==> src/rtl/canvas_scanout_if.sv <==
// Canvas read port between the scanout engine and the canvas bitmap memory.
//   readX      : canvas read column (0..H_ACTIVE-1), driven by the scanout
//   readY      : canvas read row (0..V_ACTIVE-1), driven by the scanout
//   pixelState : cell state for readX/readY, returned by the memory
// Modports: master = scanout side, slave = canvas memory side.
interface canvas_scanout_if;
  logic [9:0] readX;
  logic [8:0] readY;
  logic       pixelState;

  modport master (
    output readX,
    output readY,
    input  pixelState
  );

  modport slave (
    input  readX,
    input  readY,
    output pixelState
  );
endinterface

==> src/rtl/canvas_scanout.sv <==
// VGA scanout for the canvas bitmap. Generates pixel-rate timing from the system clock
// through a divider, fetches each visible cell from the canvas and renders it as
// cursor / alive / grid / dead colour, with syncs pipelined in step with the RGB stream.
// Ports:
//   clk, rst             : system clock, synchronous active-high reset
//   canvas               : canvas read port (readX/readY out, pixelState in)
//   cursor_x/y, cursor_en: cursor position in screen pixels and overlay enable
//   vga_r/g/b            : 4-bit colour channels
//   hsync, vsync         : sync outputs, active level SYNC_POL
//   pix_tick             : one-clk strobe per pixel period
//   frame_start          : one-clk pulse when the counters wrap to (0,0)
module canvas_scanout #(
  parameter int unsigned CLK_DIV    = 4,
  parameter int unsigned READ_LAT   = 1,
  parameter int unsigned H_ACTIVE   = 640,
  parameter int unsigned H_FP       = 16,
  parameter int unsigned H_SYNC     = 96,
  parameter int unsigned H_BP       = 48,
  parameter int unsigned V_ACTIVE   = 480,
  parameter int unsigned V_FP       = 10,
  parameter int unsigned V_SYNC     = 2,
  parameter int unsigned V_BP       = 33,
  parameter logic        SYNC_POL   = 1'b0,
  parameter logic [11:0] ALIVE_RGB  = 12'hFFF,
  parameter logic [11:0] DEAD_RGB   = 12'h000,
  parameter logic [11:0] GRID_RGB   = 12'h222,
  parameter logic [11:0] CURSOR_RGB = 12'hF00,
  parameter bit          GRID_EN    = 1'b1
) (
  input  logic                    clk,
  input  logic                    rst,
  canvas_scanout_if.master        canvas,
  input  logic [9:0]              cursor_x,
  input  logic [8:0]              cursor_y,
  input  logic                    cursor_en,
  output logic [3:0]              vga_r,
  output logic [3:0]              vga_g,
  output logic [3:0]              vga_b,
  output logic                    hsync,
  output logic                    vsync,
  output logic                    pix_tick,
  output logic                    frame_start
);

  localparam int unsigned HTotal = H_ACTIVE + H_FP + H_SYNC + H_BP;
  localparam int unsigned VTotal = V_ACTIVE + V_FP + V_SYNC + V_BP;
  localparam int unsigned DivW   = (CLK_DIV > 1) ? $clog2(CLK_DIV) : 1;

  localparam logic [DivW-1:0] DivLast    = DivW'(CLK_DIV - 1);
  localparam logic [9:0]      HLast      = 10'(HTotal - 1);
  localparam logic [8:0]      VLast      = 9'(VTotal - 1);
  localparam logic [9:0]      HActEnd    = 10'(H_ACTIVE);
  localparam logic [8:0]      VActEnd    = 9'(V_ACTIVE);
  localparam logic [9:0]      HSyncFirst = 10'(H_ACTIVE + H_FP);
  localparam logic [9:0]      HSyncLast  = 10'(H_ACTIVE + H_FP + H_SYNC - 1);
  localparam logic [8:0]      VSyncFirst = 9'(V_ACTIVE + V_FP);
  localparam logic [8:0]      VSyncLast  = 9'(V_ACTIVE + V_FP + V_SYNC - 1);

  // The colour stage samples pixelState one full pixel period after the address moves.
  if (CLK_DIV < READ_LAT + 1) begin : g_clk_div_check
    $error("canvas_scanout: CLK_DIV must be at least READ_LAT+1");
  end

  // Divider and raster counters
  logic [DivW-1:0] div_cnt_q, div_cnt_d;
  logic            pix_tick_q;
  logic [9:0]      h_cnt_q, h_cnt_d;
  logic [8:0]      v_cnt_q, v_cnt_d;
  logic            frame_start_q;

  // Cursor latch, refreshed only at frame wrap
  logic [9:0]      cur_x_q;
  logic [8:0]      cur_y_q;
  logic            cur_en_q;

  // Stage 0: address plus the attributes carried alongside it
  logic [9:0]      s0_x_q;
  logic [8:0]      s0_y_q;
  logic            s0_active_q, s0_hs_q, s0_vs_q;

  // Stage 1: pin-facing registers
  logic [11:0]     rgb_q;
  logic            hs_q, vs_q;

  logic            h_wrap, v_wrap, frame_wrap;
  logic            active, hs_now, vs_now;
  logic            cursor_ok, cursor_hit, on_grid;
  logic [11:0]     rgb_d;

  always_comb begin
    div_cnt_d  = (div_cnt_q == DivLast) ? '0 : div_cnt_q + DivW'(1);

    h_wrap     = (h_cnt_q == HLast);
    v_wrap     = (v_cnt_q == VLast);
    frame_wrap = pix_tick_q & h_wrap & v_wrap;

    h_cnt_d = h_cnt_q;
    v_cnt_d = v_cnt_q;
    if (pix_tick_q) begin
      h_cnt_d = h_wrap ? '0 : h_cnt_q + 10'd1;
      if (h_wrap) begin
        v_cnt_d = v_wrap ? '0 : v_cnt_q + 9'd1;
      end
    end

    active = (h_cnt_q < HActEnd) && (v_cnt_q < VActEnd);
    hs_now = ((h_cnt_q >= HSyncFirst) && (h_cnt_q <= HSyncLast)) ? SYNC_POL : ~SYNC_POL;
    vs_now = ((v_cnt_q >= VSyncFirst) && (v_cnt_q <= VSyncLast)) ? SYNC_POL : ~SYNC_POL;

    // An off-screen cursor is latched as disabled so it can never wrap onto the canvas.
    cursor_ok  = (cursor_x < HActEnd) && (cursor_y < VActEnd);
    cursor_hit = cur_en_q && (s0_x_q[9:1] == cur_x_q[9:1]) && (s0_y_q[8:1] == cur_y_q[8:1]);
    on_grid    = GRID_EN && ((s0_x_q[2:0] == 3'd0) || (s0_y_q[2:0] == 3'd0));

    // Blanking is tested first so pixelState is never looked at outside the canvas.
    rgb_d = DEAD_RGB;
    if (!s0_active_q) begin
      rgb_d = 12'h000;
    end else if (cursor_hit) begin
      rgb_d = CURSOR_RGB;
    end else if (canvas.pixelState) begin
      rgb_d = ALIVE_RGB;
    end else if (on_grid) begin
      rgb_d = GRID_RGB;
    end
  end

  always_ff @(posedge clk) begin
    if (rst) begin
      div_cnt_q     <= '0;
      pix_tick_q    <= 1'b0;
      h_cnt_q       <= '0;
      v_cnt_q       <= '0;
      frame_start_q <= 1'b0;
      cur_x_q       <= '0;
      cur_y_q       <= '0;
      cur_en_q      <= 1'b0;
      s0_x_q        <= '0;
      s0_y_q        <= '0;
      s0_active_q   <= 1'b0;
      s0_hs_q       <= ~SYNC_POL;
      s0_vs_q       <= ~SYNC_POL;
      rgb_q         <= '0;
      hs_q          <= ~SYNC_POL;
      vs_q          <= ~SYNC_POL;
    end else begin
      div_cnt_q     <= div_cnt_d;
      pix_tick_q    <= (div_cnt_d == DivLast);
      h_cnt_q       <= h_cnt_d;
      v_cnt_q       <= v_cnt_d;
      frame_start_q <= frame_wrap;
      if (frame_wrap) begin
        cur_x_q  <= cursor_x;
        cur_y_q  <= cursor_y;
        cur_en_q <= cursor_en & cursor_ok;
      end
      if (pix_tick_q) begin
        s0_x_q      <= active ? h_cnt_q : '0;
        s0_y_q      <= active ? v_cnt_q : '0;
        s0_active_q <= active;
        s0_hs_q     <= hs_now;
        s0_vs_q     <= vs_now;
        rgb_q       <= rgb_d;
        hs_q        <= s0_hs_q;
        vs_q        <= s0_vs_q;
      end
    end
  end

  assign canvas.readX = s0_x_q;
  assign canvas.readY = s0_y_q;
  assign vga_r        = rgb_q[11:8];
  assign vga_g        = rgb_q[7:4];
  assign vga_b        = rgb_q[3:0];
  assign hsync        = hs_q;
  assign vsync        = vs_q;
  assign pix_tick     = pix_tick_q;
  assign frame_start  = frame_start_q;

endmodule

==> src/flat_wrapper.sv <==
// flat-port wrapper written by rule: the top's interface ports become plain ports
module canvas_scanout_flat 
#(
  parameter int unsigned CLK_DIV    = 4,
  parameter int unsigned READ_LAT   = 1,
  parameter int unsigned H_ACTIVE   = 640,
  parameter int unsigned H_FP       = 16,
  parameter int unsigned H_SYNC     = 96,
  parameter int unsigned H_BP       = 48,
  parameter int unsigned V_ACTIVE   = 480,
  parameter int unsigned V_FP       = 10,
  parameter int unsigned V_SYNC     = 2,
  parameter int unsigned V_BP       = 33,
  parameter logic        SYNC_POL   = 1'b0,
  parameter logic [11:0] ALIVE_RGB  = 12'hFFF,
  parameter logic [11:0] DEAD_RGB   = 12'h000,
  parameter logic [11:0] GRID_RGB   = 12'h222,
  parameter logic [11:0] CURSOR_RGB = 12'hF00,
  parameter bit          GRID_EN    = 1'b1
)
  (clk, rst, cursor_x, cursor_y, cursor_en, vga_r, vga_g, vga_b, hsync, vsync, pix_tick, frame_start, canvas_readX, canvas_readY, canvas_pixelState);
  canvas_scanout_if canvas_i ();
  input  logic clk;
  input  logic rst;
  input  logic [9:0] cursor_x;
  input  logic [8:0] cursor_y;
  input  logic cursor_en;
  output logic [3:0] vga_r;
  output logic [3:0] vga_g;
  output logic [3:0] vga_b;
  output logic hsync;
  output logic vsync;
  output logic pix_tick;
  output logic frame_start;
  output wire logic [$bits(canvas_i.readX)-1:0] canvas_readX;
  output wire logic [$bits(canvas_i.readY)-1:0] canvas_readY;
  input wire logic [$bits(canvas_i.pixelState)-1:0] canvas_pixelState;
  assign canvas_readX = canvas_i.readX;
  assign canvas_readY = canvas_i.readY;
  assign canvas_i.pixelState = canvas_pixelState;
  canvas_scanout #(.CLK_DIV(CLK_DIV), .READ_LAT(READ_LAT), .H_ACTIVE(H_ACTIVE), .H_FP(H_FP), .H_SYNC(H_SYNC), .H_BP(H_BP), .V_ACTIVE(V_ACTIVE), .V_FP(V_FP), .V_SYNC(V_SYNC), .V_BP(V_BP), .SYNC_POL(SYNC_POL), .ALIVE_RGB(ALIVE_RGB), .DEAD_RGB(DEAD_RGB), .GRID_RGB(GRID_RGB), .CURSOR_RGB(CURSOR_RGB), .GRID_EN(GRID_EN)) u_core (.clk(clk), .rst(rst), .canvas(canvas_i), .cursor_x(cursor_x), .cursor_y(cursor_y), .cursor_en(cursor_en), .vga_r(vga_r), .vga_g(vga_g), .vga_b(vga_b), .hsync(hsync), .vsync(vsync), .pix_tick(pix_tick), .frame_start(frame_start));
endmodule
==> config.mk <==
export PLATFORM = sky130hd
export DESIGN_NAME = canvas_scanout_flat
export DESIGN_NICKNAME = d
export VERILOG_FILES = /design/src/rtl/canvas_scanout_if.sv /design/src/rtl/canvas_scanout.sv /design/src/flat_wrapper.sv
export SDC_FILE = /design/constraint.sdc
export NUM_CORES = 1
export LEC_CHECK = 0
export BUFFER_PORTS_ARGS = -buffer_cell sky130_fd_sc_hd__buf_2
export CORE_AREA = 3 3 77 79
export CTS_CLUSTER_SIZE = 14
export DETAILED_ROUTE_END_ITERATION = 10
export DIE_AREA = 0 0 80 82
export GPL_ROUTABILITY_DRIVEN = 0
export PLACE_DENSITY = 0.89
export SETUP_SLACK_MARGIN = 0.4
export SYNTH_ARGS = -nofsm -noshare
export SYNTH_HDL_FRONTEND = slang
export SYNTH_SLANG_ARGS = --single-unit
==> constraint.sdc <==
create_clock -name clk -period 6.6 [get_ports clk]
set_clock_uncertainty 0.2 [all_clocks]
set_input_delay 1.65 -clock clk [delete_from_list [all_inputs] [get_ports clk]]
set_output_delay 1.65 -clock clk [all_outputs]
set_load 0.1 [all_outputs]
==> metrics.log <==
[metrics] result of the run: complete, no violations
[metrics] Netlist cell types: 44
[metrics] total power divided by cell area: 242 mW/mm2
[metrics] area inside the core boundary: 0.00541 mm2
[metrics] Commonest cells post-synth: sky130_fd_sc_hd__dfxtp_1, sky130_fd_sc_hd__nand2_1, sky130_fd_sc_hd__nor2_1
[metrics] yosys warns: 0
[metrics] buffer depth of the longest clock path: 2
[metrics] clock transition at the registers of the reported paths: 70 ps
[metrics] nets: 416
[metrics] number of register bits inferred by synthesis: 69
[metrics] origin of the critical flop-to-flop path: u_core.pix_tick$_SDFF_PP0_
[metrics] effective utilization at floorplan: 56.9%
[metrics] depth of the worst register-to-register path: 5
[metrics] critical path arrival: 1620 ps
[metrics] endpoint type of the worst setup path: output port
[metrics] via count normalized by instance count: 5.48
[metrics] Final Hold Fails: 0
[metrics] num ports: 58
[metrics] CP max-delay cell: sky130_fd_sc_hd__dfxtp_1
[metrics] DP Wirelength: 4590 um
[metrics] GR Util All Layers: 21.6%
[metrics] Crit Path Max Fanout: 16
[metrics] Mapped Cells: 349
[metrics] IR Drop Worst-Case VDD: 0.121 mV
[metrics] reported leakage power: 1.40 nW
[metrics] share of synthesized flip-flops with an asynchronous set or reset: 0%
[metrics] transition at the pin with the smallest max-transition slack: 1120 ps
[metrics] routed length per instance: 14.4 um
[metrics] Die ar.: 0.00656 mm2
[metrics] Area after DPL: 0.00329 mm2
[metrics] RSZ-0062 raised after global routing: false
[metrics] finished layout cell area: 0.00351 mm2
[metrics] vias in the first global route: 2371
[metrics] count of unresolved DRC violations after routing: 0
[metrics] critical path data required time: 4750 ps
[metrics] maximum number of pins on one net before global-route repair: 64
[metrics] average cell area after synthesis: 8.82 um2
[metrics] peak per-stage delay on the critical path: 730 ps
[metrics] library cell with the largest summed area after synthesis: sky130_fd_sc_hd__dfxtp_1
[metrics] sum of routed wire length over all layers: 6690 um
[metrics] antenna diode count: 0
[metrics] worst r2r dst: u_core.cur_en_q$_SDFFE_PP0P_
[metrics] cell family with most CP delay: flip-flops
[metrics] post-synth net total: 378
[metrics] largest cells by area after synthesis: sky130_fd_sc_hd__dfxtp_1, sky130_fd_sc_hd__nand2_1, sky130_fd_sc_hd__xor2_1
[metrics] clk_lat worst skew: 350 ps
[metrics] post-layout min period: 3470 ps
[metrics] number of antenna violations at the first check in global routing: 0
[metrics] critical path class: reg -> out
[metrics] number of buffers created by CTS: 9
[metrics] clock tree from TritonCTS: done
[metrics] global-route wire length before repair: 10900 um
[metrics] Finish-stage setup viols: 0
[metrics] GRT Residual Overflow: 0
[metrics] count of standard-cell rows: 27
[metrics] number of enable flip-flop cells after synthesis: 0
[metrics] Die Height: 82 um
[metrics] quantity of gates resized following cts: 0
[metrics] portion of synthesized cell area occupied by the leading cell type: 44.9%
[metrics] type of the most critical hold path: reg -> reg
[metrics] buffers inserted during post-CTS setup optimization: 0
[metrics] number of pins with negative max-slew slack in the final report: 0
[metrics] fraction of layout cells with a size suffix above 1: 25.5%
[metrics] Post-DRT Antenna Nets: 0
[metrics] Max Cap Viol: 0
[metrics] max frequency: 288 MHz
[metrics] worst hold path startpoint: u_core.div_cnt_q[0]$_SDFF_PP0_
[metrics] most instantiated library cell after synthesis: sky130_fd_sc_hd__dfxtp_1
[metrics] end of the worst hold path: u_core.div_cnt_q[0]$_SDFF_PP0_
[metrics] portion of the post-synthesis area used by sequential elements: 44.9%
[metrics] total via count in the routed design: 2545
[metrics] Cell Area, Synth: 0.00308 mm2
[metrics] Final TNS setup: 0 ps
[metrics] Syn-to-layout area delta: 14.1%
[metrics] number of sinks on the clock net: 69
[metrics] R2R setup slack: 3390 ps
[metrics] final critical-path share of the clock period: 52.6%
[metrics] number of design-rule violations left by the first detailed-router iteration: 153
[metrics] level count of the clock H-tree: 3
[metrics] cell at the root of the clock tree: sky130_fd_sc_hd__clkbuf_8
[metrics] Most used DFF post-synth: sky130_fd_sc_hd__dfxtp_1
[metrics] count of hold-fix buffers inserted at cts: 0
[metrics] startpoint kind of the worst setup timing path: flip-flop
[metrics] I/O Buffers: 55
[metrics] final std cells w/o fill: 464
[metrics] worst slew margin relative to its limit: 25.1%
[metrics] number of cells traversed by the worst hold path: 1
[metrics] die width: 80 um
[metrics] drt pass-1 iters: 4
[metrics] crit path buf inv count: 1
[metrics] crit path cell chain: buf_2
[metrics] number of placed cells counting well taps: 448
[metrics] worst setup path startpoint: u_core.pix_tick$_SDFF_PP0_
-- worst max-delay path by stage --
stage          cells past startpoint                           end
2_1_floorplan                      1                      vga_b[2]
3_3_place_gp                       5  u_core.cur_en_q$_SDFFE_PP0P_
3_5_place_dp                       5  u_core.cur_en_q$_SDFFE_PP0P_
4_1_cts                            1                      pix_tick
5_1_grt                            1                      pix_tick
6_report                           1                      pix_tick
-- area by class of cell --
class                   count  area (um2)
repair buffers             56         283
flip-flops and latches     69        1380
multi-input cells         240        1490
inverters                  11        41.3
clock inverters             4        70.1
clock buffers              12         155
fillers                   442        1890
well taps                  72        90.1
-- cells by family after synthesis --
family	after synthesis	share of synthesized area, %
xor+xnor	28	7.97
simple gates	144	24.1
mux	1	0.325
flops	69	44.9
buf+inv	40	6.63
compound gates	61	13.7
fa+ha+maj	6	2.44
-- cells in the final DEF (no fill, tap or decap), types with 4 or more instances in the layout --
cell type / n
sky130_fd_sc_hd__a21oi_1: 16
sky130_fd_sc_hd__ha_1: 6
sky130_fd_sc_hd__xnor2_1: 11
sky130_fd_sc_hd__clkbuf_8: 11
sky130_fd_sc_hd__nor3_1: 12
sky130_fd_sc_hd__xor2_1: 17
sky130_fd_sc_hd__inv_1: 11
sky130_fd_sc_hd__a22oi_1: 19
sky130_fd_sc_hd__a21oi_2: 10
sky130_fd_sc_hd__buf_2: 55
sky130_fd_sc_hd__nand2_1: 44
sky130_fd_sc_hd__nand4_1: 7
sky130_fd_sc_hd__nor4_1: 4
sky130_fd_sc_hd__nand2_2: 10
sky130_fd_sc_hd__or3_1: 5
sky130_fd_sc_hd__dfxtp_1: 69
sky130_fd_sc_hd__nor2_1: 38
sky130_fd_sc_hd__o21ai_0: 7
-- per-stage QoR --
step	hold slack [ps]	total power, mW	setup slack, ps	utilization (%)
final	252	0.852	3130	65.0
after global routing	277	0.877	3080	65.0
after CTS	256	0.858	3120	65.0
after detailed placement	245	0.477	3400	60.8
after global placement	233	0.476	3460	60.8
after floorplan	225	0.464	3310	-
-- registers in the layout, summed over array words and instances (netlist names), 2 cells and up --
register,flops
u_core.canvas.readX,10
u_core.canvas.readY,9
u_core.cur_x_q,9
u_core.cur_y_q,8
u_core.div_cnt_q,2
u_core.h_cnt_q,10
u_core.rgb_q,4
u_core.v_cnt_q,9
-- per-layer routing --
metal | GRT usage [%] | share of wire (%) | routed length, um | up-vias
li1 | - | - | - | 1262
met3 | 4.17 | 5.4 | 358 | 12
met4 | 11.7 | 2.3 | 153 | 0
met1 | 26.1 | 43 | 2880 | 1204
met5 | 0 | 0 | 0 | -
met2 | 36.2 | 49 | 3300 | 67
-- where the power goes --
part	switching, mW	leakage (nW)	internal, mW	total [mW]
combinational	0.0312	0.729	0.0111	0.0424
clock	0.152	0.116	0.232	0.385
sequential	0.00464	0.557	0.420	0.425
total	0.188	1.40	0.664	0.852
(Power assumes the default switching activity.)
